$ cat src/rtl/fp_cmp_pkg.sv
// Shared definitions for the FP compare arbiter slice.
// FloPoCo operand layout (20 bits, MSB first): exn[1:0] | sign | exponent[10:0] | fraction[5:0].
// Exponent bias is 1023; there are no subnormals, specials are carried in exn.
package fp_cmp_pkg;

  localparam int unsigned FP_WE       = 11;
  localparam int unsigned FP_WF       = 6;
  localparam int unsigned FP_W        = FP_WE + FP_WF + 3;
  localparam int unsigned FP_SIGN_POS = FP_WE + FP_WF;
  localparam int unsigned FP_EXN_LO   = FP_SIGN_POS + 1;
  localparam int unsigned FP_EXN_HI   = FP_SIGN_POS + 2;
  localparam int unsigned FP_EXP_MAX  = (1 << FP_WE) - 1;
  localparam int unsigned LAT_DEFAULT = 3;

  typedef enum logic [1:0] {
    EXN_ZERO   = 2'b00,
    EXN_NORMAL = 2'b01,
    EXN_INF    = 2'b10,
    EXN_NAN    = 2'b11
  } exn_t;

  typedef struct packed {
    exn_t             exn;
    logic             sign;
    logic [FP_WE-1:0] exp;
    logic [FP_WF-1:0] frac;
  } fp_t;

endpackage

$ cat src/rtl/FPSub_11_6_F400_uid2.sv
// FloPoCo-compatible FP subtractor R = X - Y (wE=11, wF=6), round to nearest even,
// no subnormals: results below the smallest normal flush to zero, above the largest go to inf.
// The result is computed in one combinational step and delayed through LAT registers.
// Ports: clk; X, Y operands; R result, valid LAT cycles after X/Y were presented.
module FPSub_11_6_F400_uid2
  import fp_cmp_pkg::*;
#(
  parameter int unsigned LAT = LAT_DEFAULT
) (
  input  logic            clk,
  input  logic [FP_W-1:0] X,
  input  logic [FP_W-1:0] Y,
  output logic [FP_W-1:0] R
);

  fp_t              op_x, op_y, r_c;
  logic             ys, eff_sub, x_big, sb, rup, ovf;
  logic [FP_WE-1:0] eb, es, d;
  logic [FP_WF-1:0] fb, fs;
  logic [9:0]       bm, sm, aligned, n;
  logic [10:0]      sum;
  logic [7:0]       m;
  int               lz, e;

  logic [LAT-1:0][FP_W-1:0] pipe_q;

  assign op_x = fp_t'(X);
  assign op_y = fp_t'(Y);

  // Add X and -Y: swap by magnitude, align with guard/round/sticky, normalise, round.
  always_comb begin
    ys      = ~op_y.sign;
    eff_sub = op_x.sign ^ ys;
    x_big   = {op_x.exp, op_x.frac} >= {op_y.exp, op_y.frac};
    eb      = x_big ? op_x.exp  : op_y.exp;
    es      = x_big ? op_y.exp  : op_x.exp;
    fb      = x_big ? op_x.frac : op_y.frac;
    fs      = x_big ? op_y.frac : op_x.frac;
    sb      = x_big ? op_x.sign : ys;
    d       = eb - es;
    bm      = {1'b1, fb, 3'b000};
    sm      = {1'b1, fs, 3'b000};
    if (d >= 11'd10) aligned = 10'd1;
    else             aligned = (sm >> d) | {9'd0, |(sm & ~(10'h3FF << d))};
    sum = eff_sub ? ({1'b0, bm} - {1'b0, aligned}) : ({1'b0, bm} + {1'b0, aligned});

    // Highest set bit wins, giving the leading-zero count of sum[9:0].
    lz = 0;
    for (int i = 0; i < 10; i++) begin
      if (sum[i]) lz = 9 - i;
    end

    if (sum[10]) begin
      n = {sum[10:2], sum[1] | sum[0]};
      e = int'(eb) + 1;
    end else begin
      n = sum[9:0] << lz;
      e = int'(eb) - lz;
    end
    rup = n[2] & (n[3] | n[1] | n[0]);
    m   = {1'b0, n[9:3]} + {7'd0, rup};
    ovf = m[7] & ~m[6];
    if (ovf) e = e + 1;

    r_c      = '0;
    r_c.sign = sb;
    if (op_x.exn == EXN_NAN || op_y.exn == EXN_NAN ||
        (op_x.exn == EXN_INF && op_y.exn == EXN_INF && op_x.sign == op_y.sign)) begin
      r_c.exn = EXN_NAN;
    end else if (op_x.exn == EXN_INF) begin
      r_c.exn  = EXN_INF;
      r_c.sign = op_x.sign;
    end else if (op_y.exn == EXN_INF) begin
      r_c.exn  = EXN_INF;
      r_c.sign = ys;
    end else if (op_x.exn == EXN_ZERO && op_y.exn == EXN_ZERO) begin
      r_c.exn  = EXN_ZERO;
      r_c.sign = op_x.sign & ys;
    end else if (op_x.exn == EXN_ZERO) begin
      r_c      = op_y;
      r_c.sign = ys;
    end else if (op_y.exn == EXN_ZERO) begin
      r_c = op_x;
    end else if (sum == 11'd0) begin
      r_c.exn  = EXN_ZERO;
      r_c.sign = 1'b0;
    end else if (e < 0) begin
      r_c.exn = EXN_ZERO;
    end else if (e > int'(FP_EXP_MAX)) begin
      r_c.exn = EXN_INF;
    end else begin
      r_c.exn  = EXN_NORMAL;
      r_c.exp  = FP_WE'(e);
      r_c.frac = ovf ? 6'd0 : m[5:0];
    end
  end

  // Latency pipe; data only, qualification travels in the caller's tag pipe.
  always_ff @(posedge clk) begin
    pipe_q[0] <= r_c;
    for (int i = 1; i < int'(LAT); i++) pipe_q[i] <= pipe_q[i-1];
  end

  assign R = pipe_q[LAT-1];

endmodule

$ cat src/rtl/fp_less_pipe.sv
// Shared A<B compare pipe: FP subtractor, requester tag pipe and registered less flag.
// A compare issued in cycle t produces its one-hot rsp_valid/rsp_less in cycle t+LAT+1.
// Ports: clk, rst (sync, active-high); iss_valid/iss_idx/iss_a/iss_b issue slot;
//        rsp_valid one-hot response strobe, rsp_less result (0 when no response).
module fp_less_pipe
  import fp_cmp_pkg::*;
#(
  parameter  int unsigned width = 19,
  parameter  int unsigned N_REQ = 4,
  parameter  int unsigned LAT   = LAT_DEFAULT,
  localparam int unsigned IDX_W = (N_REQ > 1) ? $clog2(N_REQ) : 1
) (
  input  logic             clk,
  input  logic             rst,
  input  logic             iss_valid,
  input  logic [IDX_W-1:0] iss_idx,
  input  logic [width:0]   iss_a,
  input  logic [width:0]   iss_b,
  output logic [N_REQ-1:0] rsp_valid,
  output logic             rsp_less
);

  logic [width:0]                r;
  fp_t                           r_f;
  logic                          less_c;
  logic                          unused_r;
  logic [LAT-1:0]                tag_valid_q;
  logic [LAT-1:0][IDX_W-1:0]     tag_idx_q;

  FPSub_11_6_F400_uid2 #(.LAT(LAT)) u_sub (
    .clk (clk),
    .X   (iss_a),
    .Y   (iss_b),
    .R   (r)
  );

  // A<B exactly when A-B is a negative normal; zero, inf and NaN all read as not-less.
  assign r_f      = fp_t'(r);
  assign less_c   = (r_f.exn == EXN_NORMAL) && r_f.sign;
  assign unused_r = ^{r_f.exp, r_f.frac};

  // Tag pipe aligned with the subtractor, final stage registers the response.
  always_ff @(posedge clk) begin
    if (rst) begin
      tag_valid_q <= '0;
      tag_idx_q   <= '0;
      rsp_valid   <= '0;
      rsp_less    <= 1'b0;
    end else begin
      tag_valid_q[0] <= iss_valid;
      tag_idx_q[0]   <= iss_idx;
      for (int i = 1; i < int'(LAT); i++) begin
        tag_valid_q[i] <= tag_valid_q[i-1];
        tag_idx_q[i]   <= tag_idx_q[i-1];
      end
      rsp_valid <= tag_valid_q[LAT-1] ? (N_REQ'(1) << tag_idx_q[LAT-1]) : '0;
      rsp_less  <= tag_valid_q[LAT-1] & less_c;
    end
  end

endmodule

$ cat src/rtl/fp_cmp_arbiter.sv
// Round-robin arbiter sharing one pipelined FP A<B compare among N_REQ requesters.
// Ports: clk, rst (sync, active-high); req_valid/req_a/req_b per requester;
//        req_ready one-hot grant (combinational); rsp_valid/rsp_less response; busy in-flight flags.
// Build option FP_CMP_ARB_STATS_EN adds grant_cnt: one saturating 16-bit grant counter per requester.
module fp_cmp_arbiter
  import fp_cmp_pkg::*;
#(
  parameter int unsigned width = 19,
  parameter int unsigned N_REQ = 4,
  parameter int unsigned LAT   = LAT_DEFAULT
) (
  input  logic                     clk,
  input  logic                     rst,
  input  logic [N_REQ-1:0]         req_valid,
  input  logic [N_REQ*(width+1)-1:0] req_a,
  input  logic [N_REQ*(width+1)-1:0] req_b,
  output logic [N_REQ-1:0]         req_ready,
  output logic [N_REQ-1:0]         rsp_valid,
  output logic                     rsp_less,
  output logic [N_REQ-1:0]         busy
`ifdef FP_CMP_ARB_STATS_EN
  ,
  output logic [N_REQ*16-1:0]      grant_cnt
`endif
);

  localparam int unsigned W     = width + 1;
  localparam int unsigned IDX_W = (N_REQ > 1) ? $clog2(N_REQ) : 1;
  localparam int unsigned CW    = IDX_W + 1;

  logic [IDX_W-1:0] rr_ptr, grant_idx;
  logic [CW-1:0]    cand;
  logic [N_REQ-1:0] eligible;
  logic             found, grant;
  logic [W-1:0]     iss_a, iss_b;

  // Round-robin search from rr_ptr over requesters that are valid and idle.
  always_comb begin
    eligible  = req_valid & ~busy;
    found     = 1'b0;
    grant_idx = '0;
    cand      = '0;
    for (int k = 0; k < int'(N_REQ); k++) begin
      cand = {1'b0, rr_ptr} + CW'(k);
      if (cand >= CW'(N_REQ)) cand = cand - CW'(N_REQ);
      if (!found && eligible[cand[IDX_W-1:0]]) begin
        found     = 1'b1;
        grant_idx = cand[IDX_W-1:0];
      end
    end
    grant     = found && !rst;
    req_ready = grant ? (N_REQ'(1) << grant_idx) : '0;
  end

  assign iss_a = req_a[grant_idx*W +: W];
  assign iss_b = req_b[grant_idx*W +: W];

  // busy stays high through the response cycle and drops at its closing edge,
  // so a requester can only be re-granted the cycle after its response.
  always_ff @(posedge clk) begin
    if (rst) begin
      rr_ptr <= '0;
      busy   <= '0;
    end else begin
      if (grant) rr_ptr <= (grant_idx == IDX_W'(N_REQ - 1)) ? '0 : grant_idx + 1'b1;
      busy <= (busy & ~rsp_valid) | req_ready;
    end
  end

  fp_less_pipe #(.width(width), .N_REQ(N_REQ), .LAT(LAT)) u_pipe (
    .clk       (clk),
    .rst       (rst),
    .iss_valid (grant),
    .iss_idx   (grant_idx),
    .iss_a     (iss_a),
    .iss_b     (iss_b),
    .rsp_valid (rsp_valid),
    .rsp_less  (rsp_less)
  );

`ifdef FP_CMP_ARB_STATS_EN
  logic [N_REQ-1:0][15:0] cnt_q;

  // Per-requester grant counters, saturating.
  always_ff @(posedge clk) begin
    if (rst) begin
      cnt_q <= '0;
    end else if (grant && cnt_q[grant_idx] != 16'hFFFF) begin
      cnt_q[grant_idx] <= cnt_q[grant_idx] + 16'd1;
    end
  end

  assign grant_cnt = cnt_q;
`else
  // Statistics disabled: no counters are built.
`endif

endmodule

$ cat config.mk
export PLATFORM = sky130hd
export DESIGN_NAME = fp_cmp_arbiter
export DESIGN_NICKNAME = d
export VERILOG_FILES = /design/src/rtl/fp_cmp_pkg.sv /design/src/rtl/FPSub_11_6_F400_uid2.sv /design/src/rtl/fp_less_pipe.sv /design/src/rtl/fp_cmp_arbiter.sv
export SDC_FILE = /design/constraint.sdc
export NUM_CORES = 1
export LEC_CHECK = 0
export ABC_CLOCK_PERIOD_IN_PS = 17250
export BUFFER_PORTS_ARGS = -buffer_cell sky130_fd_sc_hd__buf_2
export CAP_MARGIN = 20
export CORE_ASPECT_RATIO = 1.4
export CORE_MARGIN = 1
export CORE_UTILIZATION = 50
export DETAILED_ROUTE_END_ITERATION = 8
export GPL_ROUTABILITY_DRIVEN = 0
export GPL_TIMING_DRIVEN = 0
export PLACE_DENSITY = 0.78
export SETUP_SLACK_MARGIN = 0.2
export SYNTH_ARGS = -nofsm -noshare
export SYNTH_HDL_FRONTEND = slang
export SYNTH_SLANG_ARGS = --single-unit
$ cat constraint.sdc
create_clock -name clk -period 17.25 [get_ports clk]
set_input_delay 0 -clock clk [delete_from_list [all_inputs] [get_ports clk]]
set_output_delay 0 -clock clk [all_outputs]
set_load 0.02 [all_outputs]
# [Word-level counts from Yosys, hierarchy flattened]
# Index checks and enable logic that the tools add are counted.
[word_totals] out_inout_bits=13 in_bits=166 reg_bits=80 word_cells=155
[op_classes] muxes=59 reduce_logical=21 shifts=7 n_eq_ne=7 multipliers=1 order_cmp=12 bitwise=19 n_addsub=15
[op_table] cell="2-to-1 mux 32 bit" n=11
[op_table] cell="variable part select 80 x 8 -> 20 bit" n=2
[op_table] cell="2-to-1 mux 17 bit" n=6
[op_table] cell="2-to-1 mux 20 bit" n=2
[op_table] cell="2-to-1 mux 11 bit" n=3
[op_table] cell="adder 32 x 2 -> 32 bit, second input constant" n=1
[op_table] cell="> comparator 32 x 12 -> 1 bit, second input constant" n=1
[op_table] cell="< comparator 32 x 1 -> 1 bit, second input constant" n=1
[op_table] cell="left shift 10 x 32 -> 10 bit" n=1
[op_table] cell="subtractor 12 x 32 -> 32 bit" n=1
[op_table] cell="2-to-1 mux 2 bit" n=14
[op_table] cell="2-to-1 mux 10 bit" n=2
[op_table] cell="2-to-1 mux 18 bit" n=1
[op_table] cell="2-to-1 mux 6 bit" n=3
[op_table] cell=">= comparator 17 bit" n=1
[op_table] cell="adder 11 x 1 -> 12 bit, second input constant" n=1
[op_table] cell="< comparator 2 x 3 -> 1 bit, second input constant" n=4
[op_table] cell="adder 10 x 10 -> 11 bit" n=1
[op_table] cell=">= comparator 11 x 4 -> 1 bit, second input constant" n=1
[op_table] cell="logical NOT 11 bit" n=1
[op_table] cell="left shift 10 x 11 -> 10 bit, first input constant" n=1
[op_table] cell="right shift 10 x 11 -> 10 bit" n=1
[op_table] cell="subtractor 10 x 10 -> 11 bit" n=1
[op_table] cell="subtractor 11 bit" n=1
[op_table] cell="other kinds (34)" n=79

# [Longest topological paths before layout]
[logic_depth] ltp_word=56 ltp_mapped=67 mapped_depth_nobuf=58

# [By module]
# A second synthesis with hierarchy kept.
[hier_totals] hier_cells=1015 area_unflattened_um2=8545.7
[by_module_without_submodules] module="FPSub_11_6_F400_uid2" area_each_um2=6710.2 seq_area_each_um2=1201.2 cells_per_inst=882 instances=1
[by_module_without_submodules] module="fp_cmp_arbiter" area_each_um2=1433.9 seq_area_each_um2=120.1 cells_per_inst=102 instances=1
[by_module_without_submodules] module="fp_less_pipe" area_each_um2=401.6 seq_area_each_um2=280.3 cells_per_inst=31 instances=1

# [Worst setup path after synthesis]
# Ideal clock, no wire load.
[synth_path] path_type="flip-flop to flip-flop" startpoint="register busy[0]" endpoint="register u_pipe.u_sub.pipe_q[18] (netlist bit)" t_arrival_ns=12.094 period_less_slack_ns=12.152 n_path_buf=12 required_time_ns=17.192 path_slack_ns=5.098 setup_ns=0.058 stages_incl_launch_ff=62 path_cell_list="dfxtp_1 and3b_1 o311a_4 nor2_8 buf_6 buf_6 buf_6 buf_6 buf_2 buf_1 nand2_1 a31oi_1 ha_1 clkbuf_1 and3_1 a221o_1 o21ai_0 nand2_1 [26 not listed] a41oi_1 a211o_1 nor4_2 nand2_1 ha_1 a21o_1 a211oi_1 nand2_1 nor3b_1 ha_1 nor4_1 nand4_1 mux2i_2 nand3_1 o21ba_2 nor3_1 a21boi_1 a211o_1"
[synth_between] elab_chain_len=55 elab_cells_between_ends=92 classes_between="7 x add/sub; 1 x mul; 4 x order compare; 5 x eq/ne; 5 x shift; 42 x mux; 13 x bitwise; 15 x reduce/logical"
[synth_lines] item="from (decl)" line="fp_cmp_arbiter.sv:20" rtl="output logic [N_REQ-1:0] busy"
[synth_lines] item="from (signal assigned)" line="fp_cmp_arbiter.sv:66" rtl="busy <= (busy & ~rsp_valid) | req_ready;"
[synth_lines] item="inverter 4 bit (*)" line="fp_cmp_arbiter.sv:39" rtl="eligible = req_valid & ~busy;"
[synth_lines] item="bitwise AND 4 bit (*)" line="fp_cmp_arbiter.sv:39"
[synth_lines] item="binary-select mux 1 bit (select 2 bit)" line="fp_cmp_arbiter.sv:46" rtl="if (!found && eligible[cand[IDX_W-1:0]]) begin"
[synth_lines] item="2-to-1 mux 1 bit (not written as such)" line="fp_cmp_arbiter.sv:46"
[synth_lines] item="2-to-1 mux 1 bit" line="fp_cmp_arbiter.sv:46"
[synth_lines] item="logical NOT 1 bit" line="fp_cmp_arbiter.sv:46"
[synth_lines] item="logical AND 1 bit" line="fp_cmp_arbiter.sv:46"
[synth_lines] item="2-to-1 mux 1 bit" line="fp_cmp_arbiter.sv:46"
[synth_lines] item="logical NOT 1 bit" line="fp_cmp_arbiter.sv:46"
[synth_lines] item="logical AND 1 bit" line="fp_cmp_arbiter.sv:46"
[synth_lines] item="2-to-1 mux 1 bit" line="fp_cmp_arbiter.sv:46"
[synth_lines] item="logical NOT 1 bit" line="fp_cmp_arbiter.sv:46"
[synth_lines] item="logical AND 1 bit" line="fp_cmp_arbiter.sv:46"
[synth_lines] item="2-to-1 mux 2 bit (*)" line="fp_cmp_arbiter.sv:46"
[synth_lines] item="multiplier 2 x 3 -> 5 bit (*)" line="fp_cmp_arbiter.sv:55, fp_cmp_arbiter.sv:56"
[synth_lines] item="parallel branches: the longest is 40 deep, another holds >= comparator 17 bit"
[synth_lines] item="to (decl)" line="FPSub_11_6_F400_uid2.sv:25" rtl="logic [LAT-1:0][FP_W-1:0] pipe_q;"
# Every way passes the cells marked *. The select of a mux whose other input is x is not followed.
# A chain may end at the register's enable or synchronous reset.

# [Worst setup path in the final report]
[layout_path] startpoint="register busy[1]" endpoint="register u_pipe.u_sub.pipe_q[18] (netlist bit)"
[layout_between] elab_chain_len=55 elab_cells_between_ends=92 classes_between="7 x add/sub; 1 x mul; 4 x order compare; 5 x eq/ne; 5 x shift; 42 x mux; 13 x bitwise; 15 x reduce/logical"
[layout_lines] item="inverter 4 bit (*)" line="fp_cmp_arbiter.sv:39"
[layout_lines] item="bitwise AND 4 bit (*)" line="fp_cmp_arbiter.sv:39"
[layout_lines] item="binary-select mux 1 bit (select 2 bit)" line="fp_cmp_arbiter.sv:46"
[layout_lines] item="2-to-1 mux 1 bit (not written as such)" line="fp_cmp_arbiter.sv:46"
[layout_lines] item="2-to-1 mux 1 bit" line="fp_cmp_arbiter.sv:46"
[layout_lines] item="logical NOT 1 bit" line="fp_cmp_arbiter.sv:46"
[layout_lines] item="logical AND 1 bit" line="fp_cmp_arbiter.sv:46"
[layout_lines] item="2-to-1 mux 1 bit" line="fp_cmp_arbiter.sv:46"
[layout_lines] item="logical NOT 1 bit" line="fp_cmp_arbiter.sv:46"
[layout_lines] item="logical AND 1 bit" line="fp_cmp_arbiter.sv:46"
[layout_lines] item="2-to-1 mux 1 bit" line="fp_cmp_arbiter.sv:46"
[layout_lines] item="logical NOT 1 bit" line="fp_cmp_arbiter.sv:46"
[layout_lines] item="logical AND 1 bit" line="fp_cmp_arbiter.sv:46"
[layout_lines] item="2-to-1 mux 2 bit (*)" line="fp_cmp_arbiter.sv:46"
[layout_lines] item="net grant_idx[0]" line="fp_cmp_arbiter.sv:31" rtl="logic [IDX_W-1:0] rr_ptr, grant_idx;"
[layout_lines] item="multiplier 2 x 3 -> 5 bit (*)" line="fp_cmp_arbiter.sv:55, fp_cmp_arbiter.sv:56"
[layout_lines] item="parallel branches: the longest is 40 deep, another holds >= comparator 17 bit"
# Mark *: on every way through the listed nets, which the timed path passes. The select of a mux whose other input is x is not followed.

==> flow_summary_export.csv <==
group,metric,value,unit
floorplan,io_pins,179,
grt,grt_pass1_vias,6906,
cts,h-tree-depth,2,
synth,synthArstFlopShare,0,%
synth,yosys_warnings,0,
final_layout,nFillCells,1171,
placement,dp_hpwl,16250,um
cts,cts-resized-gates,0,
critical_path,path_depth,61,
critical_path,critPathCaptureType,"flip-flop",
critical_path,worstPathArrival,14.79,ns
sta,worst_pin_slew,0.8448,ns
routing,drc,0,
run_status,status,"finished clean",
final_layout,finish.net_count,1307,
sta,finalSetupViolations,0,
floorplan,die_height,132.6,um
final_layout,finalInstanceArea,0.007296,mm2
cts,numCtsBuffers,5,
synth,synth_cells,912,
final_layout,area_delta_synth_final,19.86,%
floorplan,start_util,51.50,%
floorplan,dieArea,0.01263,mm2
floorplan,die_w,95.25,um
routing,wl_per_cell,15.97,um
sta,max_slew_margin,42.79,%
sta,finClkSkew,0.001644,ns
sta,setup_ws,2.669,ns
grt,grt-ovfl-total,0,
critical_path,crit_path_top_delay_cell,"buf_1",
floorplan,fp.coreArea,0.01182,mm2
grt,antenna_found_initial,0,
synth,synth-xor-area-share,1.727,%
critical_path,critPathRequiredTime,17.46,ns
critical_path,path_class,"flip-flop to flip-flop",
routing,ant_nets,0,
final_layout,final_common_cell,"buf_2",
critical_path,cp-start-kind,"flip-flop",
critical_path,critPathBufInv,13,
cts,clkLatencyLatePin,0.27,ns
grt,grt_pass1_wl,31480,um
placement,io_buffers,177,
grt,grt_max_degree,12,
final_layout,drive_gt1_share,22.97,%
min_path,min_delay_path_depth,3,
cts,clock-root-buffer,"clkbuf_16",
routing,vias,7658,
final_layout,layout_common_cells,"buf_2 (186), nand2_1 (152), nor2_1 (79)",
synth,synth_nets,1123,
critical_path,crit_family,"compound AO/OA/AOI/OAI gates",
critical_path,r2r-start,"busy[1]$_SDFF_PP0_",
synth,synth-edff-count,0,
synth,synth_top_family_by_area,"simple AND/OR/NAND/NOR gates",
critical_path,critical_path.max_fanout,11,
sta,fin_setup_tns,0,ns
cts,cts_setup_buffers,0,
min_path,hold_start,"rst",
critical_path,critPathMostFrequentCell,"nor2_1",
grt,grtUsageTotal,30.69,%
sta,fin_crit_sh,84.53,%
min_path,hold_class,"input pin to flip-flop",
synth,synth_compound_area_share,30.22,%
final_layout,antenna_cells,0,
sta,timing.fmax,0.06858,GHz
critical_path,max_stage_delay,0.61,ns
cts,cts_tree,"done",
routing,viasPerCell,6.156,
min_path,hold_end,"busy[1]$_SDFF_PP0_",
critical_path,r2r_end,"u_pipe.u_sub.pipe_q[18]$_SDFF_PP1_",
synth,synth_area,0.006087,mm2
synth,yosys.area_share.simple,35.64,%
routing,drt-total-wl,19870,um
synth,syn_avg_cell_area,6.674,um2
sta,rsz0062_at_grt,"no",
run,maxCapViolCount,0,
cts,clkSlewWorstSetupHoldPaths,0.05,ns
synth,muxShareOfSynthArea,6.660,%
sta,hold_viol,0,
routing,first_pass_iters,6,
cts,numClockSinks,29,
synth,synthAdderAreaFrac,9.496,%
floorplan,rows,47,
placement,placed_cell_area,0.007157,mm2
sta,final_max_slew_viol_count,0,
critical_path,reg2regPathDepth,61,
critical_path,rrSetupSlack,2.67,ns
cts,ctsLongestPathBuffers,2,
routing,drt_iter0_markers,638,
placement,pre_cts_slack,2.828,ns
synth,synth_ff_type,"dfxtp_1",
synth,yosys_register_bits,29,
sta,layout_min_cycle_time,14.58,ns
cts,hold_buffers,0,
synth,seq_area_frac_synth,9.538,%
synth,synth.distinct_cells,94,
[per-layer routing]
metal / vias up / GRT usage (%) / wire length, um
met5: - / 0 / 0
met4: 0 / 14.39 / 859
met3: 67 / 3.161 / 1480
met2: 404 / 55.71 / 9841
met1: 3469 / 34.73 / 7685
li1: 3718 / - / -
[cells by family (layout without fill, tap and decap cells)]
kind of cell / Yosys count / after routing
compound gates: 264 / 264
xor+xnor: 12 / 12
fa+ha+maj: 45 / 45
buf+inv: 89 / 274
flops: 29 / 29
mux: 39 / 39
simple gates: 434 / 434
[cell type report]
cell class	count	area [um2]	share of cell area (%)
flip-flops and latches	29	580.6	7.957
well taps	147	183.9	2.521
repair buffers	177	885.9	12.14
multi-input cells	794	5097	69.87
clock inverters	2	10.01	0.1372
clock buffers	6	128.9	1.766
inverters	41	153.9	2.109
plain buffers	48	255.2	3.499
[worst register-to-register path: cells and delay by family (launching register included)]
family	cells	cell delay, ns
DFF	1	0.36
muxes	2	0.55
AOI/OAI and AO/OA	18	4.18
buffers and inverters	13	3.68
adders and majority gates	6	1.72
and+or+nand+nor	22	4.02
[registers in the layout (all words and copies together) (netlist names)]
| signal | count |
|---|---|
| u_pipe.tag_idx_q | 6 |
| u_pipe.u_sub.pipe_q | 6 |
| busy | 4 |
| u_pipe.rsp_valid | 4 |
| u_pipe.tag_valid_q | 3 |
| u_pipe.u_sub.R | 3 |
| rr_ptr | 2 |
| u_pipe.rsp_less | 1 |
[cells in the mapped netlist, types with 16 or more instances]
cell type / count / area, um2
nor2_1: 79 / 296.5
mux2i_1: 29 / 290.3
nand2_1: 152 / 570.6
inv_1: 37 / 138.9
clkbuf_1: 23 / 86.33
nor3_1: 16 / 80.08
nand3_1: 57 / 285.3
a21oi_1: 70 / 350.3
dfxtp_1: 29 / 580.6
o21ai_0: 48 / 240.2
ha_1: 43 / 538.0
and3_1: 16 / 100.1
nor3b_1: 18 / 135.1
[stage by stage]
stage / utilization (%) / hold WS (ns) / cells
floorplan: - / 0.3096 / 912
CTS: 61.72 / 0.2886 / 1244
global route: 61.72 / 0.3164 / 1244
finish: 61.72 / 0.3065 / 1244
detailed placement: 60.55 / 0.3132 / 1236
global placement: 60.55 / 0.3106 / 1236
[worst max path at each step]
stage	from	to	slack [ns]
2_1_floorplan	busy[0]$_SDFF_PP0_	u_pipe.u_sub.pipe_q[18]$_SDFF_PP1_	5.10
3_3_place_gp	busy[0]$_SDFF_PP0_	u_pipe.u_sub.pipe_q[18]$_SDFF_PP1_	2.99
3_5_place_dp	busy[0]$_SDFF_PP0_	u_pipe.u_sub.pipe_q[18]$_SDFF_PP1_	2.83
4_1_cts	busy[0]$_SDFF_PP0_	u_pipe.u_sub.pipe_q[18]$_SDFF_PP1_	2.76
5_1_grt	busy[1]$_SDFF_PP0_	u_pipe.u_sub.pipe_q[19]$_SDFF_PP1_	1.41
6_report	busy[1]$_SDFF_PP0_	u_pipe.u_sub.pipe_q[18]$_SDFF_PP1_	2.67
Power is left out: the tool's default activity adds up to more than one toggle a clock period on the data nets, which glitch-free logic cannot reach.
